File: src/rtl/imem_loader_pkg.sv
// Shared types and constants for the boot-time instruction-memory loader.
package imem_loader_pkg;

   typedef enum logic [2:0] {
      ST_IDLE,
      ST_LEN0,
      ST_LEN1,
      ST_DATA,
      ST_CSUM
   } state_e;

   localparam logic [7:0] MAGIC_DEFAULT = 8'hA5;
   localparam int         WORD_BYTES    = 4;

endpackage

File: src/rtl/imem_loader_word_packer.sv
// Packs a byte stream into 32-bit little-endian words; pulses word_valid_o
// for one cycle after the last byte of a word lands.
module word_packer
   import imem_loader_pkg::*;
(
   input  logic        clk_i,
   input  logic        rst_ni,
   input  logic        start_i,
   input  logic        byte_en_i,
   input  logic [7:0]  byte_i,
   output logic [1:0]  idx_o,
   output logic        word_valid_o,
   output logic [31:0] word_o
);

   localparam logic [1:0] LAST_IDX = 2'(WORD_BYTES - 1);

   logic [1:0]  idx_q;
   logic        word_valid_q;
   logic [31:0] word_q;

   // Bytes arrive LSB first, so each new byte enters at the top and the
   // first byte ends up in [7:0] after four shifts.
   always_ff @(posedge clk_i or negedge rst_ni) begin
      if (!rst_ni) begin
         idx_q        <= '0;
         word_valid_q <= 1'b0;
         word_q       <= '0;
      end else begin
         word_valid_q <= 1'b0;
         if (start_i) begin
            idx_q  <= '0;
            word_q <= '0;
         end else if (byte_en_i) begin
            word_q       <= {byte_i, word_q[31:8]};
            idx_q        <= idx_q + 2'd1;
            word_valid_q <= (idx_q == LAST_IDX);
         end
      end
   end

   assign idx_o        = idx_q;
   assign word_valid_o = word_valid_q;
   assign word_o       = word_q;

endmodule

File: src/rtl/imem_loader.sv
// Framed byte-stream loader: writes words into instruction memory from address 0
// and holds the core in reset until a frame with a good checksum has loaded.
module imem_loader
   import imem_loader_pkg::*;
#(
   parameter int         ADDR_W = 8,
   parameter logic [7:0] MAGIC  = MAGIC_DEFAULT
) (
   input  logic              clk,
   input  logic              rst,
   input  logic              rx_valid,
   input  logic [7:0]        rx_data,
   output logic              rx_ready,
   output logic              imem_we,
   output logic [ADDR_W-1:0] imem_addr,
   output logic [31:0]       imem_wdata,
   output logic              core_hold,
   output logic              load_done,
   output logic              load_err,
   output state_e            dbg_state_o
);

   // Handshake: a byte transfers on a rising edge where rx_valid && rx_ready;
   // rx_ready is low only during reset, so the loader never stalls the source.

   localparam logic [16:0] CAPACITY = 17'(1) << ADDR_W;
   localparam logic [1:0]  LAST_IDX = 2'(WORD_BYTES - 1);

   state_e            state_q, state_d;
   logic              rx_ready_q;
   logic [7:0]        len_lo_q, len_lo_d;
   logic [15:0]       rem_q, rem_d;
   logic [7:0]        csum_q, csum_d;
   logic [ADDR_W-1:0] addr_q;
   logic              done_q, done_d;
   logic              err_q, err_d;
   logic              hold_q, hold_d;

   logic              accept;
   logic              start;
   logic              byte_en;
   logic [15:0]       len_full;
   logic [1:0]        byte_idx;
   logic              word_valid;
   logic [31:0]       word;

   assign accept   = rx_valid && rx_ready_q;
   assign len_full = {rx_data, len_lo_q};

   word_packer u_packer (
      .clk_i        (clk),
      .rst_ni       (rst),
      .start_i      (start),
      .byte_en_i    (byte_en),
      .byte_i       (rx_data),
      .idx_o        (byte_idx),
      .word_valid_o (word_valid),
      .word_o       (word)
   );

   always_ff @(posedge clk or negedge rst) begin
      if (!rst) begin
         state_q    <= ST_IDLE;
         rx_ready_q <= 1'b0;
         len_lo_q   <= '0;
         rem_q      <= '0;
         csum_q     <= '0;
         done_q     <= 1'b0;
         err_q      <= 1'b0;
         hold_q     <= 1'b1;
      end else begin
         state_q    <= state_d;
         rx_ready_q <= 1'b1;
         len_lo_q   <= len_lo_d;
         rem_q      <= rem_d;
         csum_q     <= csum_d;
         done_q     <= done_d;
         err_q      <= err_d;
         hold_q     <= hold_d;
      end
   end

   // The write strobe trails the fourth byte by one cycle, so the address
   // advances on the strobe itself and stays stable while it is high.
   always_ff @(posedge clk or negedge rst) begin
      if (!rst) begin
         addr_q <= '0;
      end else if (start) begin
         addr_q <= '0;
      end else if (word_valid) begin
         addr_q <= addr_q + ADDR_W'(1);
      end
   end

   always_comb begin
      state_d  = state_q;
      len_lo_d = len_lo_q;
      rem_d    = rem_q;
      csum_d   = csum_q;
      done_d   = done_q;
      err_d    = err_q;
      hold_d   = hold_q;
      start    = 1'b0;
      byte_en  = 1'b0;
      case (state_q)
         ST_IDLE: begin
            if (accept && rx_data == MAGIC) begin
               start   = 1'b1;
               done_d  = 1'b0;
               err_d   = 1'b0;
               hold_d  = 1'b1;
               csum_d  = '0;
               state_d = ST_LEN0;
            end
         end
         ST_LEN0: begin
            if (accept) begin
               len_lo_d = rx_data;
               state_d  = ST_LEN1;
            end
         end
         ST_LEN1: begin
            if (accept) begin
               rem_d = len_full;
               if ({1'b0, len_full} > CAPACITY) begin
                  err_d   = 1'b1;
                  state_d = ST_IDLE;
               end else if (len_full == 16'd0) begin
                  state_d = ST_CSUM;
               end else begin
                  state_d = ST_DATA;
               end
            end
         end
         ST_DATA: begin
            // A MAGIC value here is payload; only IDLE recognises a frame start.
            if (accept) begin
               byte_en = 1'b1;
               csum_d  = csum_q + rx_data;
               if (byte_idx == LAST_IDX) begin
                  rem_d = rem_q - 16'd1;
                  if (rem_q == 16'd1) begin
                     state_d = ST_CSUM;
                  end
               end
            end
         end
         ST_CSUM: begin
            if (accept) begin
               if (rx_data == csum_q) begin
                  done_d = 1'b1;
                  hold_d = 1'b0;
               end else begin
                  err_d = 1'b1;
               end
               state_d = ST_IDLE;
            end
         end
         default: state_d = ST_IDLE;
      endcase
   end

   assign rx_ready    = rx_ready_q;
   assign imem_we     = word_valid;
   assign imem_addr   = addr_q;
   assign imem_wdata  = word;
   assign core_hold   = hold_q;
   assign load_done   = done_q;
   assign load_err    = err_q;
   assign dbg_state_o = state_q;

endmodule

File: config.mk
export PLATFORM = sky130hd
export DESIGN_NAME = imem_loader
export DESIGN_NICKNAME = d
export VERILOG_FILES = /design/src/rtl/imem_loader_pkg.sv /design/src/rtl/imem_loader_word_packer.sv /design/src/rtl/imem_loader.sv
export SDC_FILE = /design/constraint.sdc
export NUM_CORES = 1
export LEC_CHECK = 0
export CAP_MARGIN = 15
export CORE_MARGIN = 3
export CORE_UTILIZATION = 30
export CTS_CLUSTER_DIAMETER = 50
export DETAILED_ROUTE_END_ITERATION = 8
export GPL_TIMING_DRIVEN = 0
export PLACE_DENSITY = 0.61
export SETUP_SLACK_MARGIN = 0.4
export SLEW_MARGIN = 20
export SYNTH_ARGS = -nofsm -noshare
export SYNTH_HDL_FRONTEND = slang
export SYNTH_SLANG_ARGS = --single-unit
File: constraint.sdc
create_clock -name clk -period 2.1 [get_ports clk]
set_clock_uncertainty 0.15 [all_clocks]
set_input_delay 0.21 -clock clk [delete_from_list [all_inputs] [get_ports clk]]
set_output_delay 0.21 -clock clk [all_outputs]
set_load 0.01 [all_outputs]
==> out/results.txt, run 1 <==
Max Clk Rate -> 0.419 GHz
post-route setup slack -> -285 ps
PwrDens -> 1160 nW/um^2
CP startpoint -> rem_q[0]$_DFFE_PN0P_
post-route ant nets -> 0
Area contributors post-synth -> dfrtp_1, nand2_1, a21oi_1
antenna cells -> 0
Worst Tran Pin Value -> 724 ps
Num CTS Buffers -> 9
min-delay worst type -> in2reg
Cells after DPL -> 687
met1 usage in global routing -> 22.8%
post-synth top area share -> 49.3%
r2r startpoint -> rem_q[0]$_DFFE_PN0P_
Main synth FF type -> dfrtp_1
startpoint types -> register
Die Width -> 123 microns
fin. max-slew vios -> 0
gpl congestion -> 0.830
Critical Path End Type -> register
leakage dissipation -> 2.93 nW
maximum root-to-sink buffer count -> 2
Design Area, Final -> 7090 sq um
Iter 0 DRT Violations -> 252
Initial Util -> 30.9%
Clk pin slew, worst setup/hold paths -> 60 ps
Layout Utilization -> 53.3%
sequential share of power -> 32.4%
vias in the first global route -> 4,095
share of layout cells above drive strength 1 -> 44.0%
worst path required time -> 2180 ps
Area Growth Syn to Fin -> 72.4%
GR peak layer -> met2
fin crit share -> 114%
via count -> 4,117
Synth warnings -> 0
number of port buffers -> 57
synthesized instance count -> 453
setup_tns -> -2000 ps
Final Hold Vio Count -> 0
asr flop ratio synth -> 100%
routed len/inst -> 18.0 microns
min Tclk post-route -> 2390 ps
first-pass GRT wire length -> 21,400 microns
power share of the clock group -> 20.2%
Post-Syn Nets -> 476
RSZ-0062 raised after global routing -> yes
P_sw -> 3.01 mW
Max-cap violations -> 0
total gr overflow -> 0
Std-Cell Rows -> 42
Pint -> 5.18 mW
Placed Area -> 5210 sq um
worst-path fanout max -> 6
largest net degree at the start of global routing -> 54
die height -> 123 microns
status -> complete, but fails checks
Post-Syn Area -> 4110 sq um
count of nets after finishing -> 629
final WL -> 14,100 microns
filler cell count -> 1,100
DR pass1 iterations -> 4
worst hold start -> rx_data[6]
total number of H-tree levels -> 3
most frequent cell after synthesis -> nand2_1
Final Setup Violations -> 10
Sink Count -> 82
Mean Syn Cell Area -> 9.07 sq um
clock root buffer -> clkbuf_16
total track usage -> 18.1%
Logic pwr share -> 47.4%
DR vias/cell -> 5.23
GRT met3 Usage -> 3.25%
post-synth cell types -> 47
worst-skew pair later-pin latency -> 340 ps
detailed-placement wirelength estimate -> 7940 microns
Residual DRC -> 0
die area -> 15,100 sq um
Data arrival, critical path -> 2470 ps
post-synthesis sequential area ratio -> 50.0%
post-synth top area cell -> dfrtp_1
Relative slew margins -> 51.7%
GR Util met2 -> 31.5%
Post-synth top cells -> nand2_1, dfrtp_1, a21oi_1, nor2_1, clkbuf_1
failing checks -> setup timing
# IOs -> 59
Seq cells post-synth -> 82
Sw Ratio -> 36.8%
initial antenna violation count -> 0
non-filler cells, final -> 787
number of enable flip-flop cells after synthesis -> 0
Max VDD drop -> 0.765 mV
Worst Path Class, Setup -> reg2reg
CTS tree -> built
Core Box Area -> 13,300 sq um
-- metal layers --
| metal | vias to the layer above | share of wire [%] |
|---|---|---|
| met1 | 2042 | 42 |
| met3 | 30 | 5.1 |
| li1 | 1902 | - |
| met2 | 143 | 50 |
| met5 | - | 0 |
| met4 | 0 | 2.8 |
-- what timing repair did --
item	in CTS	in global routing
gates resized for setup	164	82
endpoints found under the hold margin	51	0
setup endpoints to repair	86	86
pin swaps	39	33
gates cloned	6	3
buffers inserted	42	32
hold buffers	1	0
-- power by group through the flow --
stage,logic (mW),registers [mW],clock network [mW]
after floorplan,1.44,2.61,0
after global placement,2.33,2.60,0
after detailed placement,2.39,2.63,0
after CTS,3.21,2.59,1.68
after global routing,4.16,2.73,1.75
final,3.88,2.65,1.65
-- cell families after synthesis --
family	count (synthesis)	synth area share [%]
flip-flops	82	50.0
multiplexers	10	2.71
other	1	0.0913
AND/OR/NAND/NOR	186	21.0
XOR/XNOR	12	2.56
AO/OA/AOI/OAI	116	16.6
adder cells (fa/ha/maj)	12	3.84
buffers and inverters	34	3.20
-- placed cells by master, fill, tap and decap left out, drive strengths merged, types with 6 or more instances in the layout --
master         synthesis  final
buf                    7    104
nand2                 90     90
dfrtp                 81     81
a21oi                 58     58
clkdlybuf4s50          0     42
nor2                  34     34
clkbuf                23     28
o21ai                 21     21
nor3                  12     12
ha                    11     11
mux2                   9      9
xnor2                  8      8
nand3                  8      8
o22a                   7      7
or3                    7      7
inv                    4      7
or4                    6      6
a31oi                  6      6
nand2b                 6      6
-- per-stage QoR --
stage	hold WS [ps]	worst slack, ps	power [mW]
floorplan	-236	-146	4.05
detailed placement	162	-603	5.01
finish	82.2	-285	8.19
global placement	322	-2310	4.93
CTS	174	-194	7.48
global route	79.4	-326	8.64
-- state kept, by name, indices dropped and copies added, names as in the netlist --
signal	count
len_lo_q	8
rx_ready	1
csum_q	8
u_packer.word_o	32
dbg_state_o	3
load_done	1
rem_q	16
core_hold	1
load_err	1
u_packer.idx_o	2
u_packer.word_valid_o	1
imem_addr	8
-- final timing paths --
check,to,slack (ps),cells past startpoint
min in group asynchronous,imem_addr[5]$_DFFE_PN0P_,310,2
worst max-delay path,rem_q[13]$_DFFE_PN0P_,-290,7
worst max register to register,rem_q[13]$_DFFE_PN0P_,-290,7
max in group asynchronous,u_packer.word_o[29]$_DFFE_PN0P_,870,3
worst min-delay path,u_packer.word_o[30]$_DFFE_PN0P_,80,3
worst min register to register,rem_q[11]$_DFFE_PN0P_,340,1
-- worst max-delay path, cell delays in order (launching register included) --
cell and delay [ps]:
dfrtp_1 470, or4_4 570, buf_6 140, or3_4 330, buf_8 150, nor3_4 160, a31oi_1 100, o22a_1 210
-- layout make-up --
class	count	area (sq um)	area share (%)
buffer	30	367	5.17
clock buffer	10	239	3.37
clock inverter	6	71.3	1.01
inverter	4	15.0	0.212
multi-input combinational	337	2680	37.8
sequential	82	2060	29.0
tap	176	220	3.11
timing repair buffer	142	1440	20.3
(Power assumes the default switching activity.)
==> run 2, diff against run 1 <==
- CTS_BUF_LIST: not set -> sky130_fd_sc_hd__clkbuf_8
==> out/results.txt, run 2 (synthesis gave the netlist of run 1 again) <==
routed len/inst -> 17.6 microns
Core Box Area -> 13,300 sq um
total number of H-tree levels -> 3
pre-CTS setup slack -> -603 ps
P_sw -> 2.84 mW
detailed-placement wirelength estimate -> 7940 microns
worst-skew pair later-pin latency -> 370 ps
total track usage -> 17.7%
RSZ-0062 raised after global routing -> yes
worst path required time -> 2210 ps
vias in the first global route -> 4,005
DR pass1 iterations -> 4
final WL -> 13,700 microns
Sw Ratio -> 37.7%
sequential share of power -> 34.4%
maximum root-to-sink buffer count -> 2
# IOs -> 59
max reg flops -> 32
Max Clk Rate -> 0.422 GHz
Iter 0 DRT Violations -> 234
post-route setup slack -> -269 ps
fin crit share -> 113%
Max VDD drop -> 0.618 mV
die area -> 15,100 sq um
setup_tns -> -1530 ps
leakage dissipation -> 3.10 nW
Initial Util -> 30.9%
CTS tree -> built
Num CTS Buffers -> 9
min Tclk post-route -> 2370 ps
Worst Tran Pin Value -> 703 ps
initial antenna violation count -> 0
Final Hold Vio Count -> 0
Worst Path Class, Setup -> reg2reg
Data arrival, critical path -> 2480 ps
post-route ant nets -> 0
Final Setup Violations -> 8
clock root buffer -> clkbuf_8
startpoint types -> register
Die Width -> 123 microns
Relative slew margins -> 53.1%
worst-path fanout max -> 6
total power -> 7.54 mW
PwrDens -> 1090 nW/um^2
R2R depth -> 7
count of nets after finishing -> 624
Residual DRC -> 0
gpl congestion -> 0.830
power share of the clock group -> 16.3%
min-delay worst type -> in2reg
status -> complete, but fails checks
DR vias/cell -> 5.18
fin. max-slew vios -> 0
first-pass GRT wire length -> 20,900 microns
Area Growth Syn to Fin -> 68.0%
largest net degree at the start of global routing -> 54
Sink Count -> 82
most frequent cells in the layout -> nand2_1, dfrtp_1, buf_4
Critical Path End Type -> register
via count -> 4,051
Clk pin slew, worst setup/hold paths -> 90 ps
most common cell after layout, fill and taps aside -> nand2_1
Max-cap violations -> 0
WHS -> 58.5 ps
number of port buffers -> 57
share of layout cells above drive strength 1 -> 43.2%
Logic pwr share -> 49.2%
die height -> 123 microns
antenna cells -> 0
total gr overflow -> 0
Pint -> 4.70 mW
Std-Cell Rows -> 42
Worst Hold Depth -> 3
failing checks -> setup timing
==> run 2: repair_timing <==
item	CTS	global route
gates resized for setup	160	92
hold buffers	1	0
setup endpoints to repair	95	100
pin swaps	36	21
cloned	6	1
setup buffers	43	28
hold endpoints to repair	51	0
==> run 2: critical path, stage by stage, from the launching register on <==
cell and delay, ps:
dfrtp_2 460, or4_4 540, buf_6 140, or3_1 370, buf_8 160, nor3_2 130, a31oi_1 100, o22a_1 200
==> run 2: final cells by class <==
class	count	area, sq um
flip-flops and latches	82	2060
clock inverters	6	71.3
plain buffers	30	358
inverters	4	15.0
repair buffers	137	1420
fillers	1157	6390
well taps	176	220
clock buffers	10	138
multi-input cells	337	2630
==> run 2: power by group through the flow <==
stage / clock network [mW] / registers (mW) / logic, mW
floorplan: 0 / 2.61 / 1.44
global placement: 0 / 2.60 / 2.33
detailed placement: 0 / 2.63 / 2.39
CTS: 1.26 / 2.56 / 3.14
global route: 1.32 / 2.67 / 4.00
finish: 1.23 / 2.60 / 3.71
==> run 2: path summary, 6_finish.rpt <==
| kind | start | endpoint | slack (ps) |
|---|---|---|---|
| min in group asynchronous | rst | imem_addr[5]$_DFFE_PN0P_ | 270 |
| max in group asynchronous | rst | u_packer.word_o[29]$_DFFE_PN0P_ | 910 |
| max reg2reg | rem_q[0]$_DFFE_PN0P_ | rem_q[13]$_DFFE_PN0P_ | -270 |
| max | rem_q[0]$_DFFE_PN0P_ | rem_q[13]$_DFFE_PN0P_ | -270 |
| min reg2reg | rem_q[11]$_DFFE_PN0P_ | rem_q[11]$_DFFE_PN0P_ | 350 |
| min | rx_data[3] | u_packer.word_o[27]$_DFFE_PN0P_ | 60 |
==> run 2: stage by stage <==
step,cell area [sq um],cells,utilization [%]
2_1_floorplan,4400,453,-
3_3_place_gp,5190,686,39.0
3_5_place_dp,5210,687,39.2
4_1_cts,6420,753,48.3
5_1_grt,6900,782,51.9
6_report,6900,782,51.9
==> run 2: metal layers <==
layer / wire [microns] / part of all wire (%) / up-vias / global-route usage [%]
met5: 0 / 0 / - / 0
met1: 5760 / 42 / 2027 / 23.0
li1: - / - / 1889 / -
met2: 6910 / 50 / 112 / 29.8
met3: 761 / 5.5 / 23 / 3.48
met4: 298 / 2.2 / 0 / 5.81
==> run 3, diff against run 2 <==
- GPL_ROUTABILITY_DRIVEN: not set -> 0
- RECOVER_POWER: not set -> 25
==> out/results.txt, run 3 (synthesis gave the netlist of run 1 again) <==
status -> complete, but fails checks
first-pass GRT wire length -> 20,900 microns
max reg flops -> 32
count of nets after finishing -> 624
Clk pin slew, worst setup/hold paths -> 90 ps
Relative slew margins -> 9.07%
met1 usage in global routing -> 23.0%
most frequent cells in the layout -> nand2_1, dfrtp_1, buf_4
Iter 0 DRT Violations -> 234
min Tclk post-route -> 2370 ps
GRT met3 Usage -> 3.48%
final WL -> 13,700 microns
PwrDens -> 1090 nW/um^2
total track usage -> 17.7%
GR Util met2 -> 29.8%
fin. max-slew vios -> 0
post-route setup slack -> -269 ps
total area of sequential cells -> 2060 sq um
Layout Utilization -> 51.9%
DR vias/cell -> 5.18
Worst Tran Pin Value -> 1360 ps
worst-skew pair later-pin latency -> 370 ps
Critical Path End Type -> register
maximum root-to-sink buffer count -> 2
most common cell after layout, fill and taps aside -> nand2_1
Final Setup Violations -> 8
DR pass1 iterations -> 4
Worst Path Class, Setup -> reg2reg
filler cell count -> 1,158
via count -> 4,052
# IOs -> 59
min-delay worst type -> in2reg
antenna cells -> 0
Final Hold Vio Count -> 0
post-route ant nets -> 0
Num CTS Buffers -> 9
worst-path fanout max -> 6
number of port buffers -> 57
failing checks -> setup timing
Data arrival, critical path -> 2480 ps
vias in the first global route -> 4,005
Die Width -> 123 microns
Max-cap violations -> 0
die height -> 123 microns
largest net degree at the start of global routing -> 54
initial antenna violation count -> 0
total power -> 7.54 mW
CTS tree -> built
worst path required time -> 2210 ps
total number of H-tree levels -> 3
pre-CTS setup slack -> -603 ps
Core Box Area -> 13,300 sq um
Area Growth Syn to Fin -> 67.9%
leakage dissipation -> 3.10 nW
Max Clk Rate -> 0.422 GHz
Std-Cell Rows -> 42
Sink Count -> 82
startpoint types -> register
Initial Util -> 30.9%
detailed-placement wirelength estimate -> 7940 microns
die area -> 15,100 sq um
GR peak layer -> met2
footprint of the multi-input gates -> 2630 sq um
fin crit share -> 113%
clock root buffer -> clkbuf_8
Residual DRC -> 0
Max VDD drop -> 0.618 mV
total gr overflow -> 0
share of layout cells above drive strength 1 -> 43.2%
RSZ-0062 raised after global routing -> yes
routed len/inst -> 17.5 microns
## run 3: report_power, final
group	leakage, nW	internal (mW)	switching [mW]	total, mW
clock network	0.0999	0.594	0.639	1.23
logic	1.97	2.02	1.70	3.71
registers	1.03	2.09	0.510	2.60
total	3.10	4.70	2.84	7.54
## run 3: timing repair
action / CTS / global route
endpoints found under the setup margin: 95 / 100
cloned: 6 / 1
setup buffers: 43 / 28
gates resized for setup: 160 / 92
hold endpoints to repair: 51 / 0
pin swaps: 36 / 21
hold buffers: 1 / 0
## run 3: worst paths after layout
| check | from | endpoint | slack [ps] | cells after the start |
|---|---|---|---|---|
| setup / recovery | rem_q[0]$_DFFE_PN0P_ | rem_q[13]$_DFFE_PN0P_ | -270 | 7 |
| hold / removal | rx_data[3] | u_packer.word_o[27]$_DFFE_PN0P_ | 60 | 3 |
| setup reg to reg | rem_q[0]$_DFFE_PN0P_ | rem_q[13]$_DFFE_PN0P_ | -270 | 7 |
| hold reg to reg | rem_q[11]$_DFFE_PN0P_ | rem_q[11]$_DFFE_PN0P_ | 350 | 1 |
| max in group asynchronous | rst | rem_q[4]$_DFFE_PN0P_ | 340 | 2 |
| min in group asynchronous | rst | imem_addr[5]$_DFFE_PN0P_ | 530 | 2 |
## run 3: stage by stage
stage	hold WS (ps)	std cells	TNS [ps]	cell area, sq um
floorplan	-236	453	-334	4400
global placement	322	686	-217030	5190
detailed placement	162	687	-28450	5210
CTS	134	753	-1030	6420
global route	54.7	782	-2110	6900
finish	58.5	782	-1530	6900
## run 3: cell type report
type	instances	area share, %
flip-flops and latches	82	29.8
inverters	4	0.218
well taps	176	3.19
clock buffers	10	1.99
clock inverters	6	1.03
multi-input cells	337	38.0
plain buffers	30	5.19
repair buffers	137	20.5
## run 3: routing by layer
layer  vias up  share of wire [%]
met5         -                  0
met4         0                2.2
met3        23                5.5
met2       112                 50
met1      2028                 42
li1       1889                  -
## run 3: critical path: stages, from the launching register on
cell     delay [ps]
dfrtp_2         460
or4_4           540
buf_6           140
or3_1           370
buf_8           160
nor3_2          130
a31oi_1         100
o22a_1          200
